[src/rtl/pipe_hazard_ctrl.sv]
// Stall/flush sequencer for the 5-stage WISC-SP20 pipeline: hazard detection,
// branch flush, memory stalls, HALT drain and a saturating stall-cycle counter.
module pipe_hazard_ctrl #(
  parameter int FWD   = 1,
  parameter int CNT_W = 16
) (
  input  logic             clk,
  input  logic             rst,
  input  logic [2:0]       rs_id,
  input  logic [2:0]       rt_id,
  input  logic             rs_used_id,
  input  logic             rt_used_id,
  input  logic             halt_id,
  input  logic [2:0]       rd_ex,
  input  logic             reg_write_ex,
  input  logic             mem_read_ex,
  input  logic [2:0]       rd_mem,
  input  logic             reg_write_mem,
  input  logic             branch_taken_ex,
  input  logic             imem_stall,
  input  logic             dmem_stall,
  output logic             pc_write_en,
  output logic             ifid_write_en,
  output logic             ifid_flush,
  output logic             idex_write_en,
  output logic             idex_flush,
  output logic             exmem_write_en,
  output logic             memwb_write_en,
  output logic             halted,
  output logic [CNT_W-1:0] stall_cycles
);

  typedef enum logic [1:0] {
    INIT   = 2'd0,
    RUN    = 2'd1,
    DRAIN  = 2'd2,
    HALTED = 2'd3
  } state_t;

  state_t           r_state;
  logic [1:0]       r_drain_cnt;
  logic [CNT_W-1:0] r_stall_cycles;
  logic             r_halted;

  logic w_hit_ex;
  logic w_hit_mem;
  logic w_ld_use;
  logic w_raw;
  logic w_run_dmem;
  logic w_run_branch;
  logic w_run_raw;
  logic w_run_halt;
  logic w_run_imem;
  logic w_stall_evt;

  function automatic logic [CNT_W-1:0] sat_inc(input logic [CNT_W-1:0] v);
    logic [CNT_W-1:0] one;
    one = {{(CNT_W-1){1'b0}}, 1'b1};
    return (&v) ? v : v + one;
  endfunction

  // Write-before-read register file: only the EX and MEM producers matter.
  assign w_hit_ex  = reg_write_ex &
                     ((rs_used_id & (rs_id == rd_ex)) | (rt_used_id & (rt_id == rd_ex)));
  assign w_hit_mem = reg_write_mem &
                     ((rs_used_id & (rs_id == rd_mem)) | (rt_used_id & (rt_id == rd_mem)));
  assign w_ld_use  = w_hit_ex & mem_read_ex;
  assign w_raw     = (FWD != 0) ? w_ld_use : (w_hit_ex | w_hit_mem);

  // One-hot decode of the RUN-state priority chain.
  assign w_run_dmem   = (r_state == RUN) & dmem_stall;
  assign w_run_branch = (r_state == RUN) & ~dmem_stall & branch_taken_ex;
  assign w_run_raw    = (r_state == RUN) & ~dmem_stall & ~branch_taken_ex & w_raw;
  assign w_run_halt   = (r_state == RUN) & ~dmem_stall & ~branch_taken_ex & ~w_raw & halt_id;
  assign w_run_imem   = (r_state == RUN) & ~dmem_stall & ~branch_taken_ex & ~w_raw &
                        ~halt_id & imem_stall;

  assign w_stall_evt = w_run_dmem | w_run_raw | w_run_imem |
                       ((r_state == DRAIN) & dmem_stall);

  always_comb begin
    pc_write_en    = 1'b0;
    ifid_write_en  = 1'b0;
    ifid_flush     = 1'b0;
    idex_write_en  = 1'b0;
    idex_flush     = 1'b0;
    exmem_write_en = 1'b0;
    memwb_write_en = 1'b0;
    unique case (r_state)
      INIT: begin
        ifid_write_en  = 1'b1;
        ifid_flush     = 1'b1;
        idex_write_en  = 1'b1;
        idex_flush     = 1'b1;
        exmem_write_en = 1'b1;
        memwb_write_en = 1'b1;
      end
      RUN: begin
        if (w_run_dmem) begin
          pc_write_en = 1'b0;
        end else if (w_run_branch) begin
          pc_write_en    = 1'b1;
          ifid_write_en  = 1'b1;
          ifid_flush     = 1'b1;
          idex_write_en  = 1'b1;
          idex_flush     = 1'b1;
          exmem_write_en = 1'b1;
          memwb_write_en = 1'b1;
        end else if (w_run_raw) begin
          idex_write_en  = 1'b1;
          idex_flush     = 1'b1;
          exmem_write_en = 1'b1;
          memwb_write_en = 1'b1;
        end else if (w_run_imem) begin
          ifid_write_en  = 1'b1;
          ifid_flush     = 1'b1;
          idex_write_en  = 1'b1;
          exmem_write_en = 1'b1;
          memwb_write_en = 1'b1;
        end else begin
          // Normal advance; a decoded HALT also just moves on into ID/EX.
          pc_write_en    = 1'b1;
          ifid_write_en  = 1'b1;
          idex_write_en  = 1'b1;
          exmem_write_en = 1'b1;
          memwb_write_en = 1'b1;
        end
      end
      DRAIN: begin
        if (!dmem_stall) begin
          idex_write_en  = 1'b1;
          idex_flush     = 1'b1;
          exmem_write_en = 1'b1;
          memwb_write_en = 1'b1;
        end
      end
      HALTED: begin
        pc_write_en = 1'b0;
      end
      default: begin
        pc_write_en = 1'b0;
      end
    endcase
  end

  always_ff @(posedge clk or posedge rst) begin
    if (rst) begin
      r_state        <= INIT;
      r_drain_cnt    <= 2'd0;
      r_stall_cycles <= '0;
      r_halted       <= 1'b0;
    end else begin
      if (w_stall_evt) begin
        r_stall_cycles <= sat_inc(r_stall_cycles);
      end
      unique case (r_state)
        INIT: r_state <= RUN;
        RUN: begin
          if (w_run_halt) begin
            r_state     <= DRAIN;
            r_drain_cnt <= 2'd3;
          end
        end
        DRAIN: begin
          if (!dmem_stall) begin
            if (r_drain_cnt == 2'd1) begin
              r_state     <= HALTED;
              r_halted    <= 1'b1;
              r_drain_cnt <= 2'd0;
            end else begin
              r_drain_cnt <= r_drain_cnt - 2'd1;
            end
          end
        end
        HALTED: r_state <= HALTED;
        default: r_state <= INIT;
      endcase
    end
  end

  assign halted       = r_halted;
  assign stall_cycles = r_stall_cycles;

endmodule
[config.mk]
export PLATFORM = sky130hd
export DESIGN_NAME = pipe_hazard_ctrl
export DESIGN_NICKNAME = d
export VERILOG_FILES = /design/src/rtl/pipe_hazard_ctrl.sv
export SDC_FILE = /design/constraint.sdc
export NUM_CORES = 1
export LEC_CHECK = 0
export BUFFER_PORTS_ARGS = -buffer_cell sky130_fd_sc_hd__buf_2
export CAP_MARGIN = 15
export CELL_PAD_IN_SITES_DETAIL_PLACEMENT = 1
export CELL_PAD_IN_SITES_GLOBAL_PLACEMENT = 2
export CORE_ASPECT_RATIO = 0.5
export CORE_UTILIZATION = 30
export DETAILED_ROUTE_END_ITERATION = 12
export PLACE_DENSITY_LB_ADDON = 0.1
export SLEW_MARGIN = 20
export SYNTH_ARGS = -nofsm -noshare
export SYNTH_HDL_FRONTEND = slang
export SYNTH_SLANG_ARGS = --single-unit
[constraint.sdc]
create_clock -name clk -period 3.1 [get_ports clk]
set_input_delay 0.155 -clock clk [delete_from_list [all_inputs] [get_ports clk]]
set_output_delay 0.155 -clock clk [all_outputs]
set_load 0.02 [all_outputs]
**Word-level counts from Yosys, hierarchy flattened**

Index checks and enable logic that the tools add are counted.

- Reductions and logical operators: 7
- Muxes and demuxes: 29
- Equal/unequal tests: 9
- $add $sub $neg: 2
- Bitwise operators: 23

Operators with widths:

| cell | number |
|---|---|
| $mux W1 | 17 |
| $add A16 B1 Y16 const B | 1 |
| $reduce_and A16 Y1 | 1 |
| $and A1 B1 Y1 | 14 |
| $mux W2 | 6 |
| $reduce_and A3 Y1 | 3 |
| $pmux W2 S4 | 1 |
| $eq A3 B3 Y1 | 2 |
| $pmux W1 S3 | 2 |
| $not A1 Y1 | 5 |
| $eq A2 B1 Y1 const B | 2 |
| $eq A2 B2 Y1 const B | 2 |
| $ne A2 B2 Y1 const B | 2 |
| $or A1 B1 Y1 | 4 |
| $pmux W1 S2 | 2 |
| $pmux W2 S2 | 1 |
| $logic_not A2 Y1 | 1 |
| $ne A2 B1 Y1 const B | 1 |
| $reduce_and A2 Y1 | 1 |
| $reduce_bool A2 Y1 | 1 |
| $sub A2 B1 Y2 const B | 1 |

- Flip-flop bits (word level): 21
- Output and inout bits: 24
- Input bits: 23
- Word-level logic and storage cells: 74

**Longest topological paths before layout**

- Word-level depth: 14
- Depth in mapped cells: 7
- Mapped depth without buffers: 6

**Worst setup path before layout**

Ideal clock, no wire load.

- Path kind: reg2reg
- From: reg r_stall_cycles[0] (netlist: stall_cycles[0])
- To: reg r_stall_cycles[1] (netlist: stall_cycles[1])
- Slack: 1161 ps
- Setup time: 125 ps
- Required time: 2975 ps
- Cell stages (with the launch flop): 7
- Buffers on the path: 1
- Period minus slack after synthesis: 1939 ps
- Data arrival time: 1814 ps
- Cell sequence: dfrtp_1 > ha_1 > nand3_1 > or2_1 > o22ai_2 > buf_6 > mux2_4

- Cells in the longest elaborated chain, start to end: 3
- Elaborated cells between the ends (all ways): 4
- Those cells by class: add/sub: 1; bitwise: 1; reduce/logical: 2

Ends and longest elaborated chain:

| element | line | source |
|---|---|---|
| start: declaration | 42 | `logic [CNT_W-1:0] r_stall_cycles;` |
| start signal: assignment | 154 | `r_stall_cycles <= sat_inc(r_stall_cycles);` |
| parallel branches: the longest is 3 deep, another holds $add A16 B1 Y16 | -- |  |

Several ways; the timed one is not identified.
A chain may end at the register's enable or synchronous reset.

**Worst setup path after layout**

Ends and elaborated chain as after synthesis.

==> summary.md <==
| Metric | Value |
|---|---|
| Most Crowded Layer GR | `met2` |
| Fin nets | `200` |
| Pint | `582 uW` |
| Initial antenna violation count | `0` |
| Syn avg cell area | `9.60 sq um` |
| Antenna Nets Post-Route | `0` |
| Synth Register Bits | `21` |
| Worst r2r dst | `stall_cycles[1]$_DFFE_PP0P_` |
| DR iter-0 viols | `18` |
| DIE WIDTH | `93.2 um` |
| HP Class | `in2async` |
| Synth Cell Area | `0.00125 sq mm` |
| Global Route met3 Usage | `3.17%` |
| Status | `complete, no violations` |
| Detailed-route DRC error count | `0` |
| Full die area | `0.00444 sq mm` |
| TritonCTS clock tree | `yes` |
| NetSw | `390 uW` |
| Number of gates resized after CTS | `0` |
| Detailed Routing Iterations Pass 1 | `3` |
| Reg-to-Reg Start | `stall_cycles[0]$_DFFE_PP0P_` |
| Switch share | `40.1%` |
| Pwr/cell area | `626 mW/mm^2` |
| H-tree level count | `1` |
| Antenna diode count | `0` |
| Leakage | `0.000777 uW` |
| Largest net degree at the start of global routing | `22` |
| Clock Sinks | `21` |
| GRT Resource Usage Total | `12.8%` |
| Initial Util | `31.6%` |
| Met1 Use GR | `18.3%` |
| WL final | `2750 um` |
| Max VDD drop | `0.326 mV` |
| Gpl congestion | `0.705` |
| Port Buf Inserts | `42` |
| Yosys warning total | `0` |
| Worst Path Max Fanout | `13` |
| Slew Viols, Final | `0` |
| Vias in the first global route | `944` |
| Hold Buf Count CTS | `0` |
| Longest Clk Path Bufs | `2` |
| Most frequent cells in the layout | `42 x buf_2, 21 x dfrtp_1, 12 x nor2_1, 11 x xor2_1` |
| TNS Setup | `0 ns` |
| Routed length per instance | `12.1 um` |
| Ports | `47` |
| Fmax | `474 MHz` |
| Tmin final | `2.11 ns` |
| Seq/Total Area, Yosys | `42.1%` |
| Skew final | `0.00727 ns` |
| WP data required | `3.25 ns` |
| Crit path from | `stall_cycles[0]$_DFFE_PP0P_` |
| Clk network pwr share | `18.4%` |
| Clock root cell | `clkbuf_8` |
| Mapped Nets | `155` |
| Yosys cell types | `34` |
| Commonest non-fill, non-tap cell in the layout | `buf_2` |
| WHS | `0.0546 ns` |
| Setup CP Type | `reg2reg` |
| Total CTS buffers | `3` |
| Max Cap Viol | `0` |
| Worst setup SP type | `flip-flop` |
| Logic pwr share | `39.2%` |
| Worst setup EP type | `flip-flop` |
| Setup repair bufs after CTS | `0` |
| Slew headroom | `43.4%` |
| Worst-Margin Slew | `0.848 ns` |
| Global-route wire length before repair | `4380 um` |
| Floorplan die height | `47.6 um` |
| Cell count after synthesis | `130` |
| Core Footprint | `0.00394 sq mm` |
| Setup violators final | `0` |
| CTS clk-pin slew, worst paths | `0.08 ns` |
| Vias | `1,057` |
| CP arrival | `2.26 ns` |
| Routed vias/inst | `4.64` |
| Period Utilization, post-route | `68.0%` |
| Layout cells sized above 1 | `34.5%` |
| Worst skew pair latency | `0.26 ns` |
| Final Hold Fails | `0` |
| # rows | `16` |
| Sequential power share | `42.3%` |
| Register-to-Register Path Depth | `6` |
| Layout area overhead | `24.5%` |
| Grt total ovfl | `0` |
| Unrepaired setup endpoints after global routing | `false` |
| Worst R2R Setup Slack | `0.99 ns` |
| Detailed placement HPWL | `2090 um` |
| Met2 usage | `20.1%` |
==> cells in the mapped netlist <==
master	instances	area, sq um
nor3_2	2	20.0
o22ai_2	1	12.5
nor2_1	12	45.0
nand3_1	7	35.0
and2_1	1	6.26
inv_1	8	30.0
nor3b_1	2	15.0
nor4b_2	2	30.0
nor2b_1	4	25.0
nand4_1	4	25.0
buf_6	1	11.3
xor2_1	11	96.3
and4_4	1	11.3
or2_1	1	6.26
nor4_1	1	6.26
nand2_2	1	6.26
buf_4	2	15.0
a21o_1	2	15.0
o2111ai_1	1	8.76
and2b_1	1	7.51
nand2_1	8	30.0
ha_1	2	25.0
and4_1	1	8.76
mux2_4	1	15.0
dfrtp_1	21	526
nor3_1	2	10.0
and3_2	1	7.51
o21ai_0	10	50.1
nor4_2	1	12.5
a21oi_2	1	8.76
a21oi_1	4	20.0
or2_2	2	12.5
nand2b_1	1	6.26
xnor2_1	10	87.6
==> layer usage <==
metal | part of all wire (%) | vias to the layer above
li1 | - | 535
met1 | 52 | 495
met2 | 42 | 25
met3 | 4.8 | 2
met4 | 0.44 | 0
met5 | 0 | -
==> sequential cells by signal (all words and copies together) (netlist names) <==
signal	count
r_state	2
stall_cycles	16
halted	1
r_drain_cnt	2
==> critical path, stage by stage, from the launching register on <==
cell and delay, ns:
dfrtp_1 0.42, ha_1 0.19, nand3_1 0.08, buf_4 0.17
or2_1 0.23, o22ai_2 0.56, mux2_4 0.35
==> final cells by class <==
cell class | count | area [sq um]
flip-flops and latches | 21 | 526
inverters | 8 | 30.0
clock buffers | 3 | 41.3
repair buffers | 43 | 218
clock inverters | 1 | 5.00
fillers | 485 | 2390
multi-input cells | 98 | 666
well taps | 54 | 67.6
==> how the worst max path moves through the flow <==
stage	endpoint	slack [ns]	cells after the start
floorplan	stall_cycles[1]$_DFFE_PP0P_	1.16	6
global placement	stall_cycles[1]$_DFFE_PP0P_	0.98	6
detailed placement	stall_cycles[1]$_DFFE_PP0P_	0.99	6
CTS	stall_cycles[1]$_DFFE_PP0P_	0.99	6
global route	stall_cycles[8]$_DFFE_PP0P_	0.81	7
finish	stall_cycles[1]$_DFFE_PP0P_	0.99	6
==> power groups by stage <==
stage	Sequential [uW]	Combinational, uW	Clock (uW)
after global routing	425	430	200
after global placement	414	381	0
after floorplan	453	231	0
after CTS	411	389	189
after detailed placement	416	390	0
final	411	381	179
==> stage by stage <==
stage                     power [uW]  utilization, %  cells  area [sq um]  setup WS, ns
after floorplan                  684               -    130          1250          1.16
after global placement           795            38.2    224          1510         0.984
after detailed placement         806            38.2    224          1510         0.987
after CTS                        990            39.4    228          1550         0.986
after global routing            1050            39.4    228          1550         0.814
final                            972            39.4    228          1550         0.992
==> cells by family (layout without fill, tap and decap cells) <==
group                      count (synthesis)  after routing  share of synthesized area (%)
buffers and inverters                     11             55                           4.51
AOI/OAI and AO/OA                         19             19                           9.23
DFF                                       21             21                           42.1
muxes                                      1              1                           1.20
xor gates and xnor gates                  21             21                           14.7
and+or+nand+nor                           55             55                           26.2
adders and majority gates                  2              2                           2.01
(Power assumes the default switching activity.)
